`config.mk`:
```
export PLATFORM = sky130hd
export DESIGN_NAME = control_fsm
export DESIGN_NICKNAME = d
export VERILOG_FILES = /design/src/rtl/control_fsm.sv
export SDC_FILE = /design/constraint.sdc
export NUM_CORES = 1
export LEC_CHECK = 0
export CORE_UTILIZATION = 43
export DETAILED_ROUTE_END_ITERATION = 6
export GPL_TIMING_DRIVEN = 0
export PLACE_DENSITY_LB_ADDON = 0.05
export SYNTH_ARGS = -nofsm -noshare
export SYNTH_HDL_FRONTEND = slang
export SYNTH_SLANG_ARGS = --single-unit
```
`constraint.sdc`:
```
create_clock -name clk -period 2.7 [get_ports clk]
set_clock_uncertainty 0.2 [all_clocks]
set_input_delay 0.54 -clock clk [delete_from_list [all_inputs] [get_ports clk]]
set_output_delay 0.54 -clock clk [all_outputs]
set_load 0.05 [all_outputs]
```
`src/rtl/control_fsm.sv`:
```
// control_fsm: multi-cycle fetch/decode/execute/retire sequencer for the lucknow RV32I core.
// Build option: define CTRL_ILLEGAL_TRAP_EN to trap on illegal encodings instead of retiring them as NOPs.
module control_fsm #(
  parameter int DATA_WIDTH = 32,
  parameter int TIMEOUT    = 16
) (
  input  logic        clk,
  input  logic        rst_n,
  input  logic [31:0] inst,
  output logic        imem_req,
  input  logic        imem_ready,
  output logic        dmem_req,
  output logic        dmem_we,
  input  logic        dmem_ready,
  output logic        ir_we,
  output logic        pc_we,
  output logic [2:0]  imm_op,
  output logic [3:0]  alu_op,
  output logic        alu_src_imm,
  output logic        reg_we,
  output logic        wb_sel,
  output logic        busy,
  output logic        trap,
  output logic [1:0]  trap_cause
);

  localparam int               CNT_W    = $clog2(TIMEOUT + 1);
  localparam logic [CNT_W-1:0] CNT_LAST = CNT_W'(TIMEOUT - 1);
  localparam int               unused_data_width = DATA_WIDTH;

  localparam logic [6:0] OPC_LOAD  = 7'b0000011;
  localparam logic [6:0] OPC_STORE = 7'b0100011;
  localparam logic [6:0] OPC_OPIMM = 7'b0010011;
  localparam logic [6:0] OPC_OP    = 7'b0110011;

  localparam logic [1:0] CAUSE_NONE    = 2'b00;
  localparam logic [1:0] CAUSE_IMEM    = 2'b01;
  localparam logic [1:0] CAUSE_DMEM    = 2'b10;
  localparam logic [1:0] CAUSE_ILLEGAL = 2'b11;

  localparam logic [2:0] IMM_I = 3'b000;
  localparam logic [2:0] IMM_S = 3'b001;

  typedef enum logic [2:0] {
    S_IDLE,
    S_FETCH,
    S_DECODE,
    S_EXECUTE,
    S_MEM,
    S_WB,
    S_TRAP
  } state_t;

  typedef enum logic [2:0] {
    C_NONE,
    C_LW,
    C_SW,
    C_OP,
    C_OPIMM,
    C_ILLEGAL
  } class_t;

  state_t           state;
  state_t           next_state;
  class_t           cls_q;
  class_t           dec_cls;
  logic [2:0]       imm_op_q;
  logic [3:0]       alu_op_q;
  logic             alu_src_q;
  logic             wb_sel_q;
  logic [2:0]       dec_imm;
  logic [3:0]       dec_alu;
  logic             dec_src;
  logic             dec_wbs;
  logic [CNT_W-1:0] wait_cnt;
  logic [1:0]       cause_q;
  logic [1:0]       next_cause;
  logic             ir_we_c;
  logic             pc_we_c;
  logic             reg_we_c;
  logic [2:0]       funct3;
  logic             unused_inst_bits;

  assign funct3           = inst[14:12];
  assign unused_inst_bits = ^{inst[31], inst[29:15], inst[11:7]};

  // Instruction classification straight from the IR; only sampled while in DECODE.
  always_comb begin
    dec_cls = C_ILLEGAL;
    dec_imm = IMM_I;
    dec_alu = 4'b0000;
    dec_src = 1'b0;
    dec_wbs = 1'b0;
    case (inst[6:0])
      OPC_LOAD: begin
        if (funct3 == 3'b010) begin
          dec_cls = C_LW;
          dec_src = 1'b1;
          dec_wbs = 1'b1;
        end
      end
      OPC_STORE: begin
        if (funct3 == 3'b010) begin
          dec_cls = C_SW;
          dec_imm = IMM_S;
          dec_src = 1'b1;
        end
      end
      OPC_OPIMM: begin
        dec_cls = C_OPIMM;
        dec_src = 1'b1;
        dec_alu = {(funct3 == 3'b101) & inst[30], funct3};
      end
      OPC_OP: begin
        dec_cls = C_OP;
        dec_alu = {inst[30], funct3};
      end
      default: ;
    endcase
  end

  always_ff @(posedge clk) begin
    if (!rst_n) begin
      state   <= S_IDLE;
      cause_q <= CAUSE_NONE;
    end else begin
      state   <= next_state;
      cause_q <= next_cause;
    end
  end

  // Decoded fields are captured once per instruction and held until the next DECODE.
  always_ff @(posedge clk) begin
    if (!rst_n) begin
      cls_q     <= C_NONE;
      imm_op_q  <= 3'b000;
      alu_op_q  <= 4'b0000;
      alu_src_q <= 1'b0;
      wb_sel_q  <= 1'b0;
    end else if (state == S_DECODE) begin
      cls_q     <= dec_cls;
      imm_op_q  <= dec_imm;
      alu_op_q  <= dec_alu;
      alu_src_q <= dec_src;
      wb_sel_q  <= dec_wbs;
    end
  end

  // Restarting on any state change gives each FETCH/MEM visit a fresh timeout budget.
  always_ff @(posedge clk) begin
    if (!rst_n) begin
      wait_cnt <= '0;
    end else if (next_state != state) begin
      wait_cnt <= '0;
    end else if ((imem_req && !imem_ready) || (dmem_req && !dmem_ready)) begin
      wait_cnt <= wait_cnt + 1'b1;
    end
  end

  always_comb begin
    next_state = state;
    next_cause = cause_q;
    imem_req   = 1'b0;
    dmem_req   = 1'b0;
    dmem_we    = 1'b0;
    ir_we_c    = 1'b0;
    pc_we_c    = 1'b0;
    reg_we_c   = 1'b0;
    case (state)
      S_IDLE: begin
        next_state = S_FETCH;
      end
      S_FETCH: begin
        imem_req = 1'b1;
        if (imem_ready) begin
          ir_we_c    = 1'b1;
          next_state = S_DECODE;
        end else if (wait_cnt == CNT_LAST) begin
          next_state = S_TRAP;
          next_cause = CAUSE_IMEM;
        end
      end
      S_DECODE: begin
        case (dec_cls)
          C_LW, C_SW, C_OP, C_OPIMM: next_state = S_EXECUTE;
          default: begin
`ifdef CTRL_ILLEGAL_TRAP_EN
            next_state = S_TRAP;
            next_cause = CAUSE_ILLEGAL;
`else
            next_state = S_WB;
`endif
          end
        endcase
      end
      S_EXECUTE: begin
        if (cls_q == C_LW || cls_q == C_SW) begin
          next_state = S_MEM;
        end else begin
          next_state = S_WB;
        end
      end
      S_MEM: begin
        dmem_req = 1'b1;
        dmem_we  = (cls_q == C_SW);
        if (dmem_ready) begin
          if (cls_q == C_SW) begin
            pc_we_c    = 1'b1;
            next_state = S_FETCH;
          end else begin
            next_state = S_WB;
          end
        end else if (wait_cnt == CNT_LAST) begin
          next_state = S_TRAP;
          next_cause = CAUSE_DMEM;
        end
      end
      S_WB: begin
        pc_we_c    = 1'b1;
        reg_we_c   = (cls_q == C_LW) || (cls_q == C_OP) || (cls_q == C_OPIMM);
        next_state = S_FETCH;
      end
      S_TRAP: begin
        next_state = S_TRAP;
      end
      default: begin
        next_state = S_IDLE;
      end
    endcase
  end

  // DECODE shows the live classification; later states show the captured copy.
  always_comb begin
    imm_op      = 3'b000;
    alu_op      = 4'b0000;
    alu_src_imm = 1'b0;
    wb_sel      = 1'b0;
    case (state)
      S_DECODE: begin
        imm_op      = dec_imm;
        alu_op      = dec_alu;
        alu_src_imm = dec_src;
        wb_sel      = dec_wbs;
      end
      S_FETCH, S_EXECUTE, S_MEM, S_WB: begin
        imm_op      = imm_op_q;
        alu_op      = alu_op_q;
        alu_src_imm = alu_src_q;
        wb_sel      = wb_sel_q;
      end
      default: ;
    endcase
  end

  // Commit strobes are suppressed while reset is asserted so an interrupted instruction never retires.
  assign ir_we      = ir_we_c & rst_n;
  assign pc_we      = pc_we_c & rst_n;
  assign reg_we     = reg_we_c & rst_n;
  assign busy       = (state != S_IDLE) && (state != S_TRAP);
  assign trap       = (state == S_TRAP);
  assign trap_cause = cause_q;

endmodule
```
Word-level counts from Yosys, hierarchy flattened
Index checks and enable logic that the tools add are counted.

$add $sub $neg: 1. Multipliers: 0. Divide/modulo/power cells: 0. Order comparisons: 0. Equal/unequal tests: 27. Shifts and indexed selects: 0. Multiplexer cells: 34. Bitwise operators: 5. Reduce and logical (&&, ||, !) cells: 18.

Operator list (count): 3-bit by 2-bit == test with 1-bit output (second input constant) (7); 3-bit 2-to-1 mux (7); 3-bit == test (second input constant) (6); 3-bit case mux with 6 select lines (1); 4-bit case mux with 2 select lines (2); 7-bit by 6-bit == test with 1-bit output (second input constant) (2); 1-bit 2-to-1 mux (13); 3-bit case mux with 4 select lines (1); 3-bit by 1-bit == test with 1-bit output (second input constant) (3); 2-bit 2-to-1 mux (4); 2-bit inequality test (second input constant) (4); 1-bit case mux with 2 select lines (4); 4-bit OR reduction (2); 7-bit by 2-bit == test with 1-bit output (second input constant) (1); 7-bit by 5-bit == test with 1-bit output (second input constant) (1); 3-bit case mux with 2 select lines (1); 2-bit OR reduction (3); 5-bit by 1-bit adder with 5-bit output (second input constant) (1); 5-bit by 4-bit == test with 1-bit output (second input constant) (1); 5-bit AND reduction (1); 1-bit AND (4); 1-bit logical OR (4); 2-bit case mux with 2 select lines (1); 1-bit logical AND (3); other kinds (7) (8).

Flip-flop bits (word level): 22. Bits in latches: 0. Memory bits (writable): 0. ROM bits: 0. Logic and storage cells: 93. Memories kept: 0.

Longest topological paths before layout
Depth in word-level cells: 9. Gate-level depth with buffers: 8. Gate-level depth less buffers: 8.

Least setup slack after synthesis
OpenSTA, ideal clock, no wires.

Kind: flip-flop to output port. Start: reg state[1]. End: out reg_we. Data arrival time: 1959 ps. Data required time: 1960 ps. Path slack: 1 ps. Stages on the path, launching flop included: 6. Path buffers: 2. Path through: dfxtp_1 buf_6 clkbuf_1 nor2b_1 nand2_1 nor3b_1.

Cells in the longest elaborated chain, start to end: 3.

RTL lines: start: declaration (line 63) `state_t state;`; start signal: assignment (line 127) `state <= next_state;`; 3-bit == test (line 169) `case (state)`; 1-bit 2-to-1 mux (line 169); 1-bit AND (line 258) `assign reg_we = reg_we_c & rst_n;`; end: declaration (line 20) `output logic reg_we,`.

No other way between the ends.

Worst setup path in the final report
Start: in inst[13]. End: out imm_op[0].

Cells in the longest elaborated chain, start to end: 4.

RTL lines: start: declaration (line 9) `input logic [31:0] inst,`; 3-bit by 2-bit == test with 1-bit output (line 103) `if (funct3 == 3'b010) begin`; 1-bit 2-to-1 mux (line 103); 1-bit 2-to-1 mux (line 94) `case (inst[6:0])`; 3-bit case mux with 2 select lines (line 238) `case (state)`; end: declaration (line 17) `output logic [2:0] imm_op,`.

No other way between the ends.

==> results.md <==
- Comb power frac: 26.4%
- Clock-pin transition on the worst setup and hold timing paths: between 100 and 150 ps
- Final Power: 0.660 mW
- DP Wirelength: 2470 µm
- Die extent in x: roughly 58 µm
- P_sw: between 0.2 and 0.25 mW
- Final Util: a little over 60%
- H-tree levels: 1
- Worst Setup End Kind: output pin
- Clock root buffer master: clkbuf_4
- Internal: approximately 0.46 mW
- Vias post-DR: ~1300
- Drt pass-1 iters: 4
- Synth cell types: 54
- Worst r2r src: wait_cnt[1]$_SDFFE_PP0P_
- DRC errors left: 0
- Highest-delay cell along the critical path: clkdlybuf4s50_1
- Post-synth top area share: 29.3%
- CTS tree: yes
- CTS buffer count: 3
- Grt ovf: 0
- Slew of the pin with the lowest slew margin: 512 ps
- Delay-heaviest family, CP: buffers and inverters
- Global-route wire length before repair: about 5700 µm
- Starting Density: between 40% and 50%
- Placed cell count: around 230
- Crit share post-route: slightly below 100%
- Most used DFF post-synth: dfxtp_1
- WL/cell: around 14 µm
- Syn Std Cell Area: roughly 0.0014 mm²
- # IOs: between 50 and 60
- VDD IR max: roughly 0.39 mV
- Routed vias/inst: approximately 5.3
- #FFs+latches synth: 20
- Worst Setup SP: inst[13]
- Hold buffers post-CTS: 0
- Fillers: roughly 280
- Top post-synthesis cells by count: dfxtp_1 (20), nand2_1 (18), nor2b_1 (12)
- Total Nets Final: approximately 240
- Clk_lat worst skew: between 300 and 400 ps
- Final setup viols: 0
- Status: complete, no violations
- Crit path arrival time: about 1900 ps
- Worst EP required: a little under 2000 ps
- N_diodes: 0
- P&R area growth vs syn: 37.6%
- Register area share after synthesis: 29.3%
- Share of power burned in the clock network: a little over a quarter
- Sequential Power Share: between 40% and 50%
- Clock Tree Buf Depth: 2
- Final Max Tran Viols: 0
- Switching power share of the total: ~31%
- Final min period: 2630 ps
- Number of synthesized flops with an enable pin: 0
- Core footprint: just over 0.003 mm²
- CP max FO: 5
- Layout cells sized above 1: about 29%
- Number of antenna violations at the first check in global routing: 0
- Hold Vio Cnt, Final: 0
- Start point of the worst hold path: alu_op_q[0]$_SDFFE_PN0P_
- Critical Path Max Stage Delay: between 500 and 600 ps
- Die area: 0.00341 mm²
- Fmax: 0.381 GHz
- RSZ-0062 raised after global routing: false
- Startpoint Class: input pin
- Hold Crit Class: reg2reg
- Synthesized instance count: 156
- Die Ht: 58.4 µm
- DRT antenna net count: 0
- Leading area contributor after synthesis: dfxtp_1
- Layout Cells excl Fill: ~250
- Vias in the first global route: about 1300
- Most area-consuming cells after synthesis: dfxtp_1 (29%), nor2b_1 (5.5%), nand2_1 (4.9%)
- Dominant cell by count in the synthesized netlist: dfxtp_1
- Crit path buf inv count: 2
- Placement row count: 20
- Critical path type: in2out
- Async S/R FF share, synth: 0%
- Number of port buffers: 30
- Final wirelength: approximately 3400 µm
- Leakage power: between 0.7 and 0.8 nW
- Crit-path cells: clkdlybuf4s50_1, nor3b_4, nor2b_4, a32o_2, buf_6
- Clock Sinks: 20
- Slew margin rel.: 65.8%
- GPL Wtd Cong: around 0.9
- Initial DRC Count: 42
- Yosys warnings: 0
- Avg Inst Size Synth: 8.77 µm²
- Max-cap violations: 0
- Gr usage total: 21.4%
- Power Dens Cells: between 300 and 400 mW/mm²
- Largest net degree at the start of global routing: 12
[cells by family (layout without fill, tap and decap cells)]
kind of cell / after synthesis / count (layout) / share of synthesized area [%]
fa+ha+maj: 2 / 2 / 1.83
buf+inv: 14 / 59 / 5.67
other cells: 1 / 2 / 0.274
flops: 20 / 20 / 29.3
mux: 2 / 2 / 1.46
xor+xnor: 4 / 4 / 3.11
simple gates: 71 / 71 / 32.1
compound gates: 42 / 42 / 26.3
[worst min-delay path, cell delays in order (launching register included)]
cell      delay (ps)
dfxtp_1          330
nand2_1           50
a21boi_0          60
[metrics by stage]
step / hold WS [ps] / worst slack [ps] / setup TNS, ps / instance area (µm²)
after floorplan: 240 / 1.26 / 0 / 1370
after global placement: 250 / -887 / -6930 / 1730
after detailed placement: 260 / -911 / -7200 / 1730
after CTS: 275 / 4.27 / 0 / 1810
after global routing: 318 / 0.0762 / 0 / 1880
final: 275 / 73.8 / 0 / 1880
[power by group through the flow]
stage / sequential, mW / clock (mW) / combinational [mW]
final: 0.308 / 0.178 / 0.174
after global routing: 0.309 / 0.196 / 0.189
after CTS: 0.308 / 0.184 / 0.172
after detailed placement: 0.314 / 0 / 0.171
after global placement: 0.314 / 0 / 0.169
after floorplan: 0.312 / 0 / 0.116
[metal layers]
metal | share of wire, % | vias to the layer above | track usage, %
met4 | 0.79 | 0 | 3.74
met3 | 4.4 | 4 | 4.40
met5 | 0 | - | 0
met2 | 52 | 30 | 40.6
li1 | - | 650 | -
met1 | 43 | 626 | 24.9
[cell type report]
| cell class | count | area (µm²) | area share (%) |
|---|---|---|---|
| Buffer | 10 | 65.1 | 3.46 |
| Clock buffer | 4 | 36.3 | 1.93 |
| Inverter | 2 | 7.51 | 0.399 |
| Multi-Input combinational cell | 123 | 926 | 49.2 |
| Sequential cell | 20 | 403 | 21.4 |
| Tap cell | 44 | 55.1 | 2.93 |
| Timing Repair Buffer | 43 | 389 | 20.7 |
[placed cells by master (no fill, tap or decap), types with 3 or more instances in the layout]
master,Yosys,layout
a21boi_0,6,6
a21o_1,3,3
a21oi_1,6,5
a32o_2,0,4
a32oi_1,3,3
buf_4,2,17
buf_6,2,6
clkbuf_1,6,4
clkbuf_4,0,4
clkdlybuf4s50_1,0,10
dfxtp_1,20,18
dlygate4sd2_1,0,7
nand2_1,18,18
nand2b_1,3,3
nor2_1,7,7
nor2b_1,12,11
nor3_1,4,4
o21ai_0,6,5
[path summary, 6_finish.rpt]
| path | to | depth (start not counted) | slack (ps) |
|---|---|---|---|
| hold / removal | alu_op_q[0]$_SDFFE_PN0P_ | 2 | 270 |
| hold reg to reg | alu_op_q[0]$_SDFFE_PN0P_ | 2 | 270 |
| setup reg to reg | wait_cnt[4]$_SDFFE_PP0P_ | 8 | 120 |
| setup / recovery | imm_op[0] | 5 | 70 |
[repair_timing]
action | CTS | global route
gates resized for setup | 69 | 18
endpoints found under the setup margin | 16 | 15
cloned | 0 | 0
pin swaps | 3 | 5
buffers inserted | 7 | 6
[state kept, by name (all words and copies together) (netlist names)]
name / cells
trap_cause: 2
cls_q: 3
imm_op_q: 1
alu_src_q: 1
alu_op_q: 4
state: 3
wait_cnt: 5
wb_sel_q: 1
No activity file was read; power rests on OpenSTA's default activity.
